## config.mk

```make
export PLATFORM = sky130hd
export DESIGN_NAME = ccff_chain_loader
export DESIGN_NICKNAME = d
export VERILOG_FILES = /design/src/rtl/ccff_chain_loader.sv
export SDC_FILE = /design/constraint.sdc
export NUM_CORES = 1
export LEC_CHECK = 0
export ABC_AREA = 1
export ABC_CLOCK_PERIOD_IN_PS = 4100
export BUFFER_PORTS_ARGS = -buffer_cell sky130_fd_sc_hd__buf_2
export CAP_MARGIN = 0
export CORE_MARGIN = 10
export CORE_UTILIZATION = 50
export DETAILED_ROUTE_END_ITERATION = 10
export PLACE_DENSITY = 0.69
export RECOVER_POWER = 25
export SLEW_MARGIN = 10
export SYNTH_ARGS = -nofsm -noshare
export SYNTH_HDL_FRONTEND = slang
export SYNTH_SLANG_ARGS = --single-unit
export TNS_END_PERCENT = 30
```

## constraint.sdc

```tcl
create_clock -name prog_clk -period 4.1 [get_ports prog_clk]
set_input_delay 1.23 -clock prog_clk [delete_from_list [all_inputs] [get_ports prog_clk]]
set_output_delay 1.23 -clock prog_clk [all_outputs]
set_load 0.01 [all_outputs]
```

## src/rtl/ccff_chain_loader.sv

```systemverilog
// Configuration-chain loader: takes bitstream words over valid/ready, shifts them LSB-first
// onto ccff_head under a gated programming clock, and optionally verifies the returning ccff_tail.
module ccff_chain_loader #(
  parameter int CHAIN_LEN = 4096,
  parameter int WORD_W    = 32,
  parameter int SETUP_CYC = 2,
  parameter int HOLD_CYC  = 2,
  parameter int CNT_W     = 16
) (
  input  logic              prog_clk,
  input  logic              pReset_n,
  input  logic              start,
  input  logic              verify,
  input  logic [WORD_W-1:0] s_data,
  input  logic              s_valid,
  output logic              s_ready,
  output logic              ccff_head,
  input  logic              ccff_tail,
  output logic              cfg_clk_en,
  output logic              config_enable,
  output logic              busy,
  output logic              done,
  output logic [CNT_W-1:0]  mismatch_cnt
);

  localparam int WORDS  = (CHAIN_LEN + WORD_W - 1) / WORD_W;
  localparam int BIT_W  = $clog2(CHAIN_LEN + 1);
  localparam int WCNT_W = $clog2(WORDS + 1);
  localparam int LEFT_W = $clog2(WORD_W + 1);
  localparam int PH_MAX = (SETUP_CYC > HOLD_CYC) ? SETUP_CYC : HOLD_CYC;
  localparam int PH_W   = (PH_MAX > 1) ? $clog2(PH_MAX) : 1;

  localparam logic [1:0] ST_IDLE  = 2'd0;
  localparam logic [1:0] ST_SETUP = 2'd1;
  localparam logic [1:0] ST_SHIFT = 2'd2;
  localparam logic [1:0] ST_HOLD  = 2'd3;

  logic [1:0]        r_state;
  logic [PH_W-1:0]   r_phase;
  logic [BIT_W-1:0]  r_bit_cnt;
  logic [WCNT_W-1:0] r_word_cnt;
  logic [WORD_W-1:0] r_hold_data;
  logic              r_hold_full;
  logic [WORD_W-1:0] r_sh_data;
  logic [LEFT_W-1:0] r_sh_left;
  logic              r_head;
  logic              r_clk_en;
  logic              r_cfg_en;
  logic              r_done;
  logic              r_verify;
  logic [CNT_W-1:0]  r_mis_cnt;

  logic w_start, w_in_shift, w_can_shift, w_sh_drain, w_ready, w_accept;
  logic w_setup_end, w_shift_end, w_hold_end, w_mismatch;

  assign w_start     = (r_state == ST_IDLE) && start;
  assign w_in_shift  = (r_state == ST_SHIFT);
  assign w_can_shift = w_in_shift && (r_sh_left != '0) && (r_bit_cnt < BIT_W'(CHAIN_LEN));
  // Shift register is empty now or after this cycle's shift: refill it so the next cycle can shift.
  assign w_sh_drain  = (r_sh_left == '0) || (w_can_shift && (r_sh_left == LEFT_W'(1)));
  assign w_ready     = w_in_shift && !r_hold_full && (r_word_cnt < WCNT_W'(WORDS));
  assign w_accept    = w_ready && s_valid;
  assign w_setup_end = (r_state == ST_SETUP) && (r_phase == PH_W'(SETUP_CYC - 1));
  assign w_shift_end = w_in_shift && (r_bit_cnt == BIT_W'(CHAIN_LEN));
  assign w_hold_end  = (r_state == ST_HOLD) && (r_phase == PH_W'(HOLD_CYC - 1));
  // The flop at the tail is overwritten on this edge; its old value is the previous load's bit.
  assign w_mismatch  = r_clk_en && r_verify && (ccff_tail != r_head);

  // Control FSM and phase counter shared by SETUP and HOLD.
  always_ff @(posedge prog_clk or negedge pReset_n) begin
    if (!pReset_n) begin
      r_state  <= ST_IDLE;
      r_phase  <= '0;
      r_cfg_en <= 1'b0;
      r_done   <= 1'b0;
      r_verify <= 1'b0;
    end else begin
      // NOTE: every sequential assignment is non-blocking so all flops see pre-edge values.
      r_done <= 1'b0;
      case (r_state)
        ST_IDLE: begin
          if (start) begin
            r_state  <= ST_SETUP;
            r_phase  <= '0;
            r_cfg_en <= 1'b1;
            r_verify <= verify;
          end
        end
        ST_SETUP: begin
          if (w_setup_end) begin
            r_state <= ST_SHIFT;
            r_phase <= '0;
          end else begin
            r_phase <= r_phase + PH_W'(1);
          end
        end
        ST_SHIFT: begin
          if (w_shift_end) begin
            r_state <= ST_HOLD;
            r_phase <= '0;
          end
        end
        default: begin
          if (w_hold_end) begin
            r_state  <= ST_IDLE;
            r_cfg_en <= 1'b0;
            r_done   <= 1'b1;
          end else begin
            r_phase <= r_phase + PH_W'(1);
          end
        end
      endcase
    end
  end

  // Word holding register, shift register and bit/word accounting.
  always_ff @(posedge prog_clk or negedge pReset_n) begin
    if (!pReset_n) begin
      r_bit_cnt   <= '0;
      r_word_cnt  <= '0;
      r_hold_data <= '0;
      r_hold_full <= 1'b0;
      r_sh_data   <= '0;
      r_sh_left   <= '0;
      r_head      <= 1'b0;
      r_clk_en    <= 1'b0;
    end else begin
      r_clk_en <= w_can_shift;
      if (w_start) begin
        r_bit_cnt   <= '0;
        r_word_cnt  <= '0;
        r_hold_full <= 1'b0;
        r_sh_left   <= '0;
      end else if (w_in_shift) begin
        if (w_can_shift) begin
          r_head    <= r_sh_data[0];
          r_sh_data <= r_sh_data >> 1;
          r_sh_left <= r_sh_left - LEFT_W'(1);
          r_bit_cnt <= r_bit_cnt + BIT_W'(1);
        end
        if (w_sh_drain) begin
          if (r_hold_full) begin
            r_sh_data   <= r_hold_data;
            r_sh_left   <= LEFT_W'(WORD_W);
            r_hold_full <= 1'b0;
          end else if (w_accept) begin
            r_sh_data <= s_data;
            r_sh_left <= LEFT_W'(WORD_W);
          end
        end
        if (w_accept) begin
          r_word_cnt <= r_word_cnt + WCNT_W'(1);
          if (!w_sh_drain) begin
            r_hold_data <= s_data;
            r_hold_full <= 1'b1;
          end
        end
      end
    end
  end

  always_ff @(posedge prog_clk or negedge pReset_n) begin
    if (!pReset_n) begin
      r_mis_cnt <= '0;
    end else if (w_start) begin
      r_mis_cnt <= '0;
    end else if (w_mismatch && (r_mis_cnt != {CNT_W{1'b1}})) begin
      r_mis_cnt <= r_mis_cnt + CNT_W'(1);
    end
  end

  assign s_ready       = w_ready;
  assign ccff_head     = r_head;
  assign cfg_clk_en    = r_clk_en;
  assign config_enable = r_cfg_en;
  assign busy          = (r_state != ST_IDLE);
  assign done          = r_done;
  assign mismatch_cnt  = r_mis_cnt;

endmodule

```

==> results.cfg <==
[timing]
worst_slack_ns = 1.22
fmax_mhz = 348
period_share_pct = 70.2
rsz0062_at_grt = false
finalSetupViolCount = 0
clock_skew_ns = 0.00580
relSlewSlack_pct = -34.4
finalHoldViolations = 0
period_minus_slack_ns = 2.88
tightest_slew_ns = 2.02
tns_ns = 0
whs_ns = 0.478
drv_slew = 36

[outcome]
violations = capacitance limit, slew limit
status = finished with violations

[worst_hold_path]
hold_depth = 2
min_to = r_verify
hp-class = reg2reg
min_from = r_verify

[clock_tree]
cts_buffers = 17
cts-resized-gates = 0
insertion_delay_ns = 0.41
tritoncts = done
cts_sinks = 116
cts_setup_buffers = 0
cts_root_buf = clkbuf_16
clk_path_buf_depth = 2
clk_pin_slew_worst_paths_ns = 0.05
ctsHoldBuffers = 0
htree_levels = 4

[finish]
nets = 1014
fillers = 1191
diodes = 0
syn2layout_area_growth_pct = 14.7
final_util_pct = 59.1
finalNonFillerCells = 1144
drive_gt1_share_pct = 11.2

[worst_setup_path]
start_kind = register
critPathMaxStageDelay_ns = 0.42
reg2reg_slack_ns = 1.27
ff2ff_path_depth = 10
cp.arrival_ns = 1.65
crit_path_end_kind = output port
crit_top_cell = inv_1
required_ns = 2.87
critPathMaxFanout = 6
path_cells = inv_1 -> ha_1 -> nand2_1 -> inv_1 -> buf_2
critPathKind = reg2out
r2r-start = r_state[0]
worstReg2RegEnd = r_hold_data[4]
critical_path.slowest_cell = dfrtp_1

[logic_synthesis]
synthTopCellsByCount = 284 x nand2_1, 116 x dfrtp_1, 81 x inv_1
synth_top_cell_by_area = dfrtp_1
ys_warn_count = 0
netlist_area_um2 = 6580
synth_top_area_share_pct = 44.1
synth_ff_type = dfrtp_1
ys_async_sr_fraction_pct = 100
ys_ff_latch = 116
synth_area_leaders = dfrtp_1 44%, nand2_1 16%, a21oi_1 5.8%
avgSynthCellArea_um2 = 7.18
syn_nets = 968
synth_most_common_cell = nand2_1
synth_edf_count = 0
ys_seq_area_share_pct = 44.1
netlist_instances = 917
synthDistinctLibCells = 32

[place]
placedCellCount = 1116
place.gp.congestion = 0.868
numPortBuffers = 59
dpl.hpwl_mm = 10.2
pre_cts_ws_ns = 1.12

[drt]
drc = 0
viasPerCell = 5.23
via_count = 5979
firstDrtPassIters = 5
wire_per_inst_um = 13.8
ant_nets = 0
drt-total-wl_mm = 15.8
drt-initial-drc-count = 532

[power]
swShare_pct = 41.8
p_comb_share_pct = 41.3
p_leak_nw = 3.87
clockPowerShare_pct = 26.4
power.internal_mw = 3.21
power.sequential.fraction_pct = 32.2
p_sw_mw = 2.31
ir_worst_vdd_uv = 467
power_density_nw_per_um2 = 731

[floorplanning]
dieArea_um2 = 18200
coreArea_um2 = 12800
rows = 41
die_y_um = 135
die_w_um = 135
ios = 60
initial_core_util_pct = 51.5

[grt]
grt_pass1_vias = 5793
overflow = 0
antenna_found_initial = 0
grt.total_usage_pct = 18.2
grt_max_degree = 65
grt_pass1_wl_mm = 27.5

[job]
cap_violations = 1
## state kept, by name, indices dropped and copies added (netlist names), 2 cells and up
name and cells:
mismatch_cnt 16, r_bit_cnt 13, r_sh_data 32, r_hold_data 32, r_word_cnt 8, r_state 2, r_sh_left 6
## logic make-up after synthesis
kind of cell	Yosys count	synth area share, %
adders and majority gates	13	2.47
xor gates and xnor gates	11	1.46
DFF	116	44.1
buffers and inverters	128	8.06
and+or+nand+nor	476	30.3
AOI/OAI and AO/OA	173	13.6
## layout make-up
cell class	count	area, um^2	share of cell area [%]
timing repair buffer	70	389	5.15
multi-input combinational	673	3150	41.7
sequential	116	2900	38.4
clock buffer	23	498	6.60
inverter	85	319	4.23
clock inverter	5	75.1	0.994
tap	172	215	2.85
## cell usage in the layout, fill, tap and decap left out, types with 3 or more instances in the layout
cell and instances:
nand3b_1 3, ha_1 13, inv_2 3, inv_1 81, nor3_1 6, buf_2 58
nor2_1 80, buf_4 10, nand3_1 74, o21bai_1 3, o21ai_0 57, clkbuf_16 17
nand4_1 20, dfrtp_1 116, xor2_1 11, a21oi_1 76, clkinv_2 3, o21ai_1 31
nand2_1 284, clkbuf_8 5
## critical path: cells and delay by family, from the launching register on
| kind | cells | cell delay [ns] |
|---|---|---|
| adder cells (fa/ha/maj) | 1 | 0.30 |
| buffers and inverters | 3 | 0.35 |
| AND/OR/NAND/NOR | 1 | 0.17 |
| flip-flops | 1 | 0.42 |
## layer usage
layer  global-route usage (%)  wire length [um]
met1                     23.8              7650
met5                        0                 0
met3                     5.04               756
met4                     5.20               186
met2                     28.7              7250
## power by group through the flow
| stage | Combinational (mW) | Clock [mW] | Sequential [mW] |
|---|---|---|---|
| CTS | 2.29 | 1.48 | 1.77 |
| global route | 2.64 | 1.54 | 1.83 |
| floorplan | 1.80 | 0 | 1.74 |
| detailed placement | 2.28 | 0 | 1.79 |
| finish | 2.28 | 1.46 | 1.78 |
| global placement | 2.25 | 0 | 1.78 |
## per-stage QoR
step / power, mW / area [um^2]
6_report: 5.52 / 7550
3_3_place_gp: 4.04 / 6980
3_5_place_dp: 4.06 / 6980
2_1_floorplan: 3.54 / 6580
4_1_cts: 5.54 / 7550
5_1_grt: 6.01 / 7550
## worst max-delay path by stage
stage | slack (ns) | endpoint | from
floorplan | 1.85 | mismatch_cnt[14] | start
global placement | 1.18 | r_hold_data[2] | s_valid
detailed placement | 1.12 | r_hold_data[2] | s_valid
CTS | 1.21 | s_ready | r_state[0]
global route | 1.00 | r_hold_data[7] | r_state[0]
finish | 1.22 | s_ready | r_state[0]
Power figures use the tool's default switching activity.
